==> config.mk <==
export PLATFORM = sky130hd
export DESIGN_NAME = sa_result_readback_flat
export DESIGN_NICKNAME = d
export VERILOG_FILES = /design/src/rtl/sa_pkg.sv /design/src/rtl/sa_result_readback_if.sv /design/src/rtl/sa_sync_fifo.sv /design/src/rtl/sa_result_readback.sv /design/src/flat_wrapper.sv
export SDC_FILE = /design/constraint.sdc
export NUM_CORES = 1
export LEC_CHECK = 0
export ABC_CLOCK_PERIOD_IN_PS = 8500
export CAP_MARGIN = 20
export CORE_MARGIN = 2
export CORE_UTILIZATION = 40
export DETAILED_ROUTE_END_ITERATION = 10
export GPL_TIMING_DRIVEN = 0
export MAX_ROUTING_LAYER = met4
export PLACE_DENSITY = 0.6
export SLEW_MARGIN = 20
export SYNTH_ARGS = -nofsm -noshare
export SYNTH_HDL_FRONTEND = slang
export SYNTH_SLANG_ARGS = --single-unit
==> constraint.sdc <==
create_clock -name clk -period 8.5 [get_ports clk]
set_clock_uncertainty 0.05 [all_clocks]
set_input_delay 1.7 -clock clk [delete_from_list [all_inputs] [get_ports clk]]
set_output_delay 1.7 -clock clk [all_outputs]
set_load 0.05 [all_outputs]
==> src/rtl/sa_pkg.sv <==
// Shared definitions for the systolic-array readback path: FSM encoding,
// default geometry and the row width derived from it.
package sa_pkg;

    typedef enum logic [1:0] {
        RB_IDLE  = 2'd0,
        RB_ISSUE = 2'd1,
        RB_DRAIN = 2'd2,
        RB_DONE  = 2'd3
    } rb_state_t;

    localparam int NUM_COL_DEF              = 8;
    localparam int ACCU_DATA_WIDTH_DEF      = 32;
    localparam int LOG2_SRAM_BANK_DEPTH_DEF = 10;
    localparam int FIFO_DEPTH_DEF           = 4;
    localparam int ROW_W                    = NUM_COL_DEF * ACCU_DATA_WIDTH_DEF;

    // Occupancy counters need one extra bit so "full" is representable.
    function automatic int cnt_width(input int depth);
        return $clog2(depth) + 1;
    endfunction

endpackage

==> src/rtl/sa_result_readback_if.sv <==
// Valid/ready row stream from the readback block to the host or DMA.
interface sa_result_readback_if
    import sa_pkg::*;
#(
    parameter int DATA_W = ROW_W
) ();

    logic [DATA_W-1:0] data;
    logic              valid;
    logic              ready;

    modport master (output data, output valid, input ready);
    modport slave  (input data, input valid, output ready);

endinterface

==> src/rtl/sa_sync_fifo.sv <==
// Small first-word-fall-through FIFO; the head entry is visible on pop_data
// whenever count is non-zero.
module sa_sync_fifo
    import sa_pkg::*;
#(
    parameter int WIDTH = ROW_W,
    parameter int DEPTH = FIFO_DEPTH_DEF,
    localparam int AW   = $clog2(DEPTH),
    localparam int CW   = AW + 1
) (
    input  logic             clk,
    input  logic             rst_n,
    input  logic             push,
    input  logic [WIDTH-1:0] push_data,
    input  logic             pop,
    output logic [WIDTH-1:0] pop_data,
    output logic [CW-1:0]    count
);

    localparam logic [CW-1:0] FULL_CNT = CW'(DEPTH);

    logic [WIDTH-1:0] mem [DEPTH];
    logic [AW-1:0]    wr_ptr_reg;
    logic [AW-1:0]    rd_ptr_reg;
    logic [CW-1:0]    count_reg;
    logic             do_push;
    logic             do_pop;

    assign do_push = push && (count_reg != FULL_CNT);
    assign do_pop  = pop && (count_reg != '0);

    // Storage carries no reset; only the pointers define what is valid.
    always_ff @(posedge clk) begin
        if (do_push) begin
            mem[wr_ptr_reg] <= push_data;
        end
    end

    always_ff @(posedge clk or negedge rst_n) begin
        if (!rst_n) begin
            wr_ptr_reg <= '0;
            rd_ptr_reg <= '0;
            count_reg  <= '0;
        end else begin
            if (do_push) begin
                wr_ptr_reg <= wr_ptr_reg + AW'(1);
            end
            if (do_pop) begin
                rd_ptr_reg <= rd_ptr_reg + AW'(1);
            end
            case ({do_push, do_pop})
                2'b10:   count_reg <= count_reg + CW'(1);
                2'b01:   count_reg <= count_reg - CW'(1);
                default: count_reg <= count_reg;
            endcase
        end
    end

    assign pop_data = (count_reg != '0) ? mem[rd_ptr_reg] : '0;
    assign count    = count_reg;

endmodule

==> src/rtl/sa_result_readback.sv <==
// Reads result rows from the down SRAM bank and streams them out, issuing
// reads only when the output buffer has room for the returning row.
module sa_result_readback
    import sa_pkg::*;
#(
    parameter int NUM_COL              = NUM_COL_DEF,
    parameter int ACCU_DATA_WIDTH      = ACCU_DATA_WIDTH_DEF,
    parameter int LOG2_SRAM_BANK_DEPTH = LOG2_SRAM_BANK_DEPTH_DEF,
    parameter int FIFO_DEPTH           = FIFO_DEPTH_DEF
) (
    input  logic                                clk,
    input  logic                                rst_n,
    input  logic                                i_start,
    input  logic [LOG2_SRAM_BANK_DEPTH-1:0]     i_rd_start_addr,
    input  logic [LOG2_SRAM_BANK_DEPTH:0]       i_rd_num,
    input  logic                                i_sram_busy,
    output logic [NUM_COL-1:0]                  o_down_rd_en,
    output logic [LOG2_SRAM_BANK_DEPTH-1:0]     o_down_rd_addr,
    input  logic [NUM_COL*ACCU_DATA_WIDTH-1:0]  i_down_rd_data,
    sa_result_readback_if.master                out_if,
    output logic                                o_busy,
    output logic                                o_done
);

    localparam int AW  = LOG2_SRAM_BANK_DEPTH;
    localparam int CW  = LOG2_SRAM_BANK_DEPTH + 1;
    localparam int RW  = NUM_COL * ACCU_DATA_WIDTH;
    localparam int FCW = cnt_width(FIFO_DEPTH);

    rb_state_t      state_reg;
    logic [AW-1:0]  addr_reg;
    logic [AW-1:0]  last_addr_reg;
    logic [CW-1:0]  num_reg;
    logic [CW-1:0]  issue_cnt_reg;
    logic [CW-1:0]  accept_cnt_reg;
    logic           inflight_reg;

    logic [FCW-1:0] fifo_count;
    logic [RW-1:0]  fifo_data;
    logic [AW-1:0]  cur_addr;
    logic           credit_ok;
    logic           issue;
    logic           pop;

    // A read is only launched if its row is guaranteed a FIFO slot on return.
    assign credit_ok = (FCW'(inflight_reg) + fifo_count) < FCW'(FIFO_DEPTH);
    assign issue     = (state_reg == RB_ISSUE) && !i_sram_busy
                       && (issue_cnt_reg < num_reg) && credit_ok;
    assign cur_addr  = addr_reg + issue_cnt_reg[AW-1:0];

    generate
        for (genvar gi = 0; gi < NUM_COL; gi++) begin : g_rd_en
            assign o_down_rd_en[gi] = issue;
        end
    endgenerate

    assign o_down_rd_addr = issue ? cur_addr : last_addr_reg;

    assign out_if.valid = (fifo_count != '0);
    assign out_if.data  = fifo_data;
    assign pop          = out_if.valid && out_if.ready;

    assign o_busy = (state_reg != RB_IDLE);
    assign o_done = (state_reg == RB_DONE);

    always_ff @(posedge clk or negedge rst_n) begin
        if (!rst_n) begin
            state_reg      <= RB_IDLE;
            addr_reg       <= '0;
            last_addr_reg  <= '0;
            num_reg        <= '0;
            issue_cnt_reg  <= '0;
            accept_cnt_reg <= '0;
            inflight_reg   <= 1'b0;
        end else begin
            inflight_reg <= issue;
            if (issue) begin
                issue_cnt_reg <= issue_cnt_reg + CW'(1);
                last_addr_reg <= cur_addr;
            end
            if (pop) begin
                accept_cnt_reg <= accept_cnt_reg + CW'(1);
            end
            case (state_reg)
                RB_IDLE: begin
                    if (i_start) begin
                        addr_reg       <= i_rd_start_addr;
                        num_reg        <= i_rd_num;
                        issue_cnt_reg  <= '0;
                        accept_cnt_reg <= '0;
                        state_reg      <= (i_rd_num != '0) ? RB_ISSUE : RB_DONE;
                    end
                end
                RB_ISSUE: begin
                    if (issue_cnt_reg == num_reg) begin
                        state_reg <= RB_DRAIN;
                    end
                end
                RB_DRAIN: begin
                    if (accept_cnt_reg == num_reg) begin
                        state_reg <= RB_DONE;
                    end
                end
                default: state_reg <= RB_IDLE;
            endcase
        end
    end

    sa_sync_fifo #(
        .WIDTH (RW),
        .DEPTH (FIFO_DEPTH)
    ) u_out_fifo (
        .clk       (clk),
        .rst_n     (rst_n),
        .push      (inflight_reg),
        .push_data (i_down_rd_data),
        .pop       (pop),
        .pop_data  (fifo_data),
        .count     (fifo_count)
    );

endmodule
==> src/flat_wrapper.sv <==
// flat-port wrapper written by rule: the top's interface ports become plain ports
module sa_result_readback_flat import sa_pkg::*;
#(
    parameter int NUM_COL              = NUM_COL_DEF,
    parameter int ACCU_DATA_WIDTH      = ACCU_DATA_WIDTH_DEF,
    parameter int LOG2_SRAM_BANK_DEPTH = LOG2_SRAM_BANK_DEPTH_DEF,
    parameter int FIFO_DEPTH           = FIFO_DEPTH_DEF
)
  (clk, rst_n, i_start, i_rd_start_addr, i_rd_num, i_sram_busy, o_down_rd_en, o_down_rd_addr, i_down_rd_data, o_busy, o_done, out_if_data, out_if_valid, out_if_ready);
  sa_result_readback_if out_if_i ();
  input  logic clk;
  input  logic rst_n;
  input  logic i_start;
  input  logic [LOG2_SRAM_BANK_DEPTH-1:0] i_rd_start_addr;
  input  logic [LOG2_SRAM_BANK_DEPTH:0] i_rd_num;
  input  logic i_sram_busy;
  output logic [NUM_COL-1:0] o_down_rd_en;
  output logic [LOG2_SRAM_BANK_DEPTH-1:0] o_down_rd_addr;
  input  logic [NUM_COL*ACCU_DATA_WIDTH-1:0] i_down_rd_data;
  output logic o_busy;
  output logic o_done;
  output wire logic [$bits(out_if_i.data)-1:0] out_if_data;
  output wire logic [$bits(out_if_i.valid)-1:0] out_if_valid;
  input wire logic [$bits(out_if_i.ready)-1:0] out_if_ready;
  assign out_if_data = out_if_i.data;
  assign out_if_valid = out_if_i.valid;
  assign out_if_i.ready = out_if_ready;
  sa_result_readback #(.NUM_COL(NUM_COL), .ACCU_DATA_WIDTH(ACCU_DATA_WIDTH), .LOG2_SRAM_BANK_DEPTH(LOG2_SRAM_BANK_DEPTH), .FIFO_DEPTH(FIFO_DEPTH)) u_core (.clk(clk), .rst_n(rst_n), .i_start(i_start), .i_rd_start_addr(i_rd_start_addr), .i_rd_num(i_rd_num), .i_sram_busy(i_sram_busy), .o_down_rd_en(o_down_rd_en), .o_down_rd_addr(o_down_rd_addr), .i_down_rd_data(i_down_rd_data), .out_if(out_if_i), .o_busy(o_busy), .o_done(o_done));
endmodule
Word-level counts from Yosys, hierarchy flattened
Memories as Yosys holds them, arrays and structs flattened.
Cells that the tools add are included.
Storage, ports and cells
  register bits after elaboration: 63
  memory bits (writable): 1024
  bits of input ports: 282
  output and inout bits: 277
  word-level logic and storage cells: 62
  memories kept: 1
Memory list
  u_core.u_out_fifo.mem: depth 4, bits a word 256, read ports 1, clocked after Yosys merged registers in 0, write ports 1, RTL line sa_sync_fifo.sv:22  | logic [WIDTH-1:0] mem [DEPTH];
Operators by class
  add/sub/neg operators: 8
  order comparisons: 2
  equal/unequal tests: 11
  muxes and demuxes: 16
  reduce and logical (&&, ||, !) cells: 14
Operator list (number)
  256-bit 2-to-1 mux: 1
  11-bit 2-to-1 mux: 6
  11-bit by 1-bit adder with 11-bit output, second input constant: 2
  11-bit == test: 2
  11-bit less-than comparator: 1
  11-bit nonzero test: 1
  10-bit adder: 1
  10-bit 2-to-1 mux: 1
  2-bit 2-to-1 mux: 4
  2-bit == test, second input constant: 3
  1-bit logical AND: 6
  2-bit case mux with 3 select lines: 1
  3-bit case mux with 2 select lines: 1
  2-bit by 1-bit adder with 2-bit output, second input constant: 2
  2-bit by 1-bit == test with 1-bit output, second input constant: 2
  2-bit != test, second input constant: 2
  2-bit nonzero test: 2
  1-bit by 3-bit adder with 3-bit output: 1
  3-bit by 1-bit adder with 3-bit output, second input constant: 1
  3-bit less-than comparator, second input constant: 1
  3-bit != test, second input constant: 1
  3-bit AND reduction: 1
  3-bit nonzero test: 1
  3-bit by 1-bit subtractor with 3-bit output, second input constant: 1
  other kinds (5): 6

Logic depth before layout (Yosys ltp)
  depth in word-level cells: 7
  depth in mapped cells: 9

Cells and area by module
From an unflattened synthesis, not the netlist that was laid out.
Second synthesis, totals
  cell total of the unflattened synthesis: 2016
  area, all modules: 42437.0 um2
Modules (own cells, without submodules)
  sa_sync_fifo: instances 1, cells an instance 1660, area each 39083.7 um2, seq. area each 30924.7 um2
  sa_result_readback: instances 1, cells an instance 356, area each 3353.2 um2, seq. area each 1401.3 um2

Worst setup path after synthesis
No wires, ideal clock.
  path type: flip-flop to flip-flop
  from: register u_core.u_out_fifo.count_reg[0], in the netlist u_core.u_out_fifo.count[0]
  to: memory u_core.u_out_fifo.mem[0][0] (netlist bit), enable pin
  arrival time: 6.768 ns
  path slack: 1.033 ns
  stages on the path, launching flop included: 4
  path buffers: 0
  period minus slack after synthesis: 7.467 ns
  path through: dfrtp_1 -> inv_1 -> a31oi_1 -> and2_1
On the way
  longest elaborated chain between the ends: 4
Ends and longest elaborated chain
  start: declaration: RTL line sa_sync_fifo.sv:25  | logic [CW-1:0] count_reg;
  start signal: assignment: RTL line sa_sync_fifo.sv:52  | 2'b10: count_reg <= count_reg + CW'(1);
  start signal: assignment: RTL line sa_sync_fifo.sv:53  | 2'b01: count_reg <= count_reg - CW'(1);
  start signal: assignment: RTL line sa_sync_fifo.sv:54  | default: count_reg <= count_reg;
  3-bit != test: RTL line sa_sync_fifo.sv:29  | assign do_push = push && (count_reg != FULL_CNT);
  1-bit logical AND: RTL line sa_sync_fifo.sv:29
  1-bit 2-to-1 mux: RTL line sa_sync_fifo.sv:34  | if (do_push) begin
  1-bit 2-to-1 mux (implied by the code): RTL line sa_sync_fifo.sv:35  | mem[wr_ptr_reg] <= push_data;
  end: declaration: RTL line sa_sync_fifo.sv:22
Every way passes these cells.

Worst setup path after layout
  from: input i_sram_busy
  to: output o_down_rd_addr[5]
On the way
  longest elaborated chain between the ends: 5
Ends and longest elaborated chain
  start: declaration: RTL line flat_wrapper.sv:16  | input logic i_sram_busy;
  1-bit logical NOT: RTL line sa_result_readback.sv:47  | assign issue = (state_reg == RB_ISSUE) && !i_sram_busy
  1-bit logical AND: RTL line sa_result_readback.sv:47
  1-bit logical AND (2 in a row): RTL line sa_result_readback.sv:48  | && (issue_cnt_reg < num_reg) && credit_ok;
  net u_core.issue: RTL line sa_result_readback.sv:42  | logic issue;
  10-bit 2-to-1 mux
  end: declaration: RTL line flat_wrapper.sv:18  | output logic [LOG2_SRAM_BANK_DEPTH-1:0] o_down_rd_addr;
The timed path passes the listed nets, and every way through them passes these cells.

==> results.json <==
{
  "tightest_slew_ns": 0.9129,
  "clkSinkCount": 1087,
  "rsz0062_at_grt": "no",
  "cts_resized": 0,
  "ant_nets": 0,
  "synth_top_cell_area_share": 0.7284,
  "slew_violations": 0,
  "final_cell_mix": "edfxtp_1 (1024), clkdlybuf4s50_1 (557), and2_1 (258)",
  "grt_usage": 0.1935,
  "final-setup-viol-count": 0,
  "postCtsSetupBuffers": 0,
  "hold_class": "reg -> reg",
  "dp_cells": 3995,
  "holdWs_ns": 0.4370,
  "yosys.cell_types.count": 45,
  "cts_buffers": 114,
  "gr-total-overflow": 0,
  "clock_latency_ns": 0.69,
  "drtPass1Iterations": 6,
  "fp-row-count": 119,
  "critPathKind": "in -> out",
  "dp_hpwl_um": 69560,
  "period_share": 0.7295,
  "slew_headroom": 0.3914,
  "drt_iter0_drc": 1197,
  "synth_top_cell_by_area": "edfxtp_1",
  "largest_reg_flops": 1024,
  "hold_viol": 0,
  "grt_max_degree": 44,
  "post-route-min-period_ns": 6.201,
  "path_cells": "clkdlybuf4s50_1, nor3b_1, and3_1, nand2_2, inv_1, buf_2, mux2_2, clkdlybuf4s50_1",
  "vias": 21410,
  "yosys_warnings": 0,
  "syn_area_um2": 42210,
  "portBuffers": 558,
  "post-place-ws_ns": 2.322,
  "grt_pass1_wl_um": 149100,
  "clock.fmax_ghz": 0.1613,
  "wire_per_inst_um": 24.19,
  "ctsLongestPathBuffers": 3,
  "fillerInstances": 8424,
  "drive_above_1_share": 0.1760,
  "synth_nets": 2336,
  "synthCells": 2021,
  "h-tree-depth": 3,
  "outcome": "complete, no violations",
  "p_total_mw": 20.25,
  "die_h_um": 328.9,
  "utilization": 0.5125,
  "finalWeightedCongestion": 0.8523,
  "arrival_ns": 4.45,
  "cts.clk_slew.worst_paths_ns": 0.06,
  "crit_path_max_fanout": 18,
  "die_w_um": 328.9,
  "yosys-top-cells-area": "edfxtp_1 (73%), mux4_2 (14%), and2_1 (3.9%)",
  "critPathCaptureType": "output pin",
  "ys_seq_area_frac": 0.7658,
  "coreArea_um2": 105000,
  "ir_drop_mv": 0.2809,
  "drv_cap": 0,
  "ios": 559,
  "stdcell_count": 4228,
  "grt_antenna_before_repair": 24,
  "path_buf_inv": 4,
  "async_reset_ff_frac": 0.05796,
  "fin_nets": 3035,
  "syn_to_final_growth_pct": 27.45,
  "die_area_um2": 108100,
  "leakage_nw": 17.72,
  "mostFrequentLayoutCell": "edfxtp_1",
  "p_per_area_nw_per_um2": 376.4,
  "root_buffer": "clkbuf_16",
  "drc_errors": 0,
  "worstPathRequired_ns": 6.75,
  "worst_path_most_repeated_cell": "clkdlybuf4s50_1",
  "critPathLaunchType": "input port",
  "initial_core_util": 0.4021,
  "crit_path_top_delay_cell": "clkdlybuf4s50_1",
  "fin_ws_ns": 2.299,
  "routed_wl_um": 102300,
  "crit_family": "buffers and inverters",
  "grt_pass1_vias": 22950,
  "ctsHoldBuffers": 0,
  "avgViaCountPerCell": 5.064,
  "yosys_register_bits": 1087,
  "tritoncts": "built",
  "top_register": "u_core.u_out_fifo.mem",
  "critPathMaxStageDelay_ns": 0.71,
  "synth_edf_count": 1024,
  "synth-main-ff-cell": "edfxtp_1",
  "avgSynthCellArea_um2": 20.89
}
## layer usage
layer	track usage	up-vias	wire length, um
met4	0.05390	0	1859
li1	-	9559	-
met1	0.2292	11140	39790
met2	0.3222	571	52920
met3	0.05620	137	7709
met5	-	-	0
## kinds of logic (layout without fill, tap and decap cells)
group	Yosys count	count (layout)	share of synthesized area
flip-flops	1087	1087	0.7658
AND/OR/NAND/NOR	399	399	0.05350
multiplexers	266	266	0.1392
buffers and inverters	130	922	0.01322
AO/OA/AOI/OAI	73	73	0.01132
adder cells (fa/ha/maj)	33	33	0.01014
XOR/XNOR	33	33	0.006847
other	0	24	0
## where the power goes
group          switching [mW]  internal (mW)  leakage (nW)
sequential              0.135           6.25          10.0
clock                    2.01           2.69          1.71
combinational            5.80           3.37          5.97
## synthesized netlist by cell type, drive strengths merged (2+ instances only)
cell and instances:
inv 25, xnor2 11, nand4 5, nor4 5, nor3 7, or3 7
a31oi 6, a21o 5, nand3 14, o31ai 7, edfxtp 1024, o311ai 3
buf 47, nor2 22, xor2 22, o21bai 2, a221oi 2, o21ai 20
mux4 256, o211ai 2, dfrtp 63, ha 31, and2 262, fa 2
and3 5, clkbuf 58, mux2i 2, mux2 8, nand2b 4, nand2 65
a31o 5, a21oi 16
## stage by stage
stage | TNS (ns) | instance area [um2]
2_1_floorplan | 0 | 42210
3_3_place_gp | -4484.93 | 49540
3_5_place_dp | 0 | 50230
4_1_cts | 0 | 53740
5_1_grt | 0 | 53800
6_report | 0 | 53800
## layout make-up
cell class	instances	area, um2	area share
sequential	1087	32330	0.6009
buffer	105	467.9	0.008698
timing repair buffer	583	6264	0.1164
clock buffer	148	2990	0.05558
clock inverter	61	519.2	0.009651
tap	1391	1740	0.03235
antenna	24	60.06	0.001116
multi-input combinational	804	9339	0.1736
inverter	25	93.84	0.001744
## path summary, 6_finish.rpt
check	depth (start not counted)	slack (ns)	startpoint	to
worst max register to register	6	5.34	u_core.u_out_fifo.count[0]	u_core.u_out_fifo.mem[0][234]
min in group asynchronous	1	0.92	rst_n	u_core.num_reg[2]
worst min-delay path	2	0.44	u_core.addr_reg[2]	u_core.addr_reg[2]
worst max-delay path	8	2.30	i_sram_busy	o_down_rd_addr[5]
max in group asynchronous	2	6.95	rst_n	u_core.addr_reg[1]
worst min register to register	2	0.44	u_core.addr_reg[2]	u_core.addr_reg[2]
## worst min-delay path, delay by kind of cell (launching register included)
family | cells | cell delay (ns)
flip-flops | 1 | 0.34
AND/OR/NAND/NOR | 2 | 0.11
Note: power is estimated with default switching activity, not from simulation.
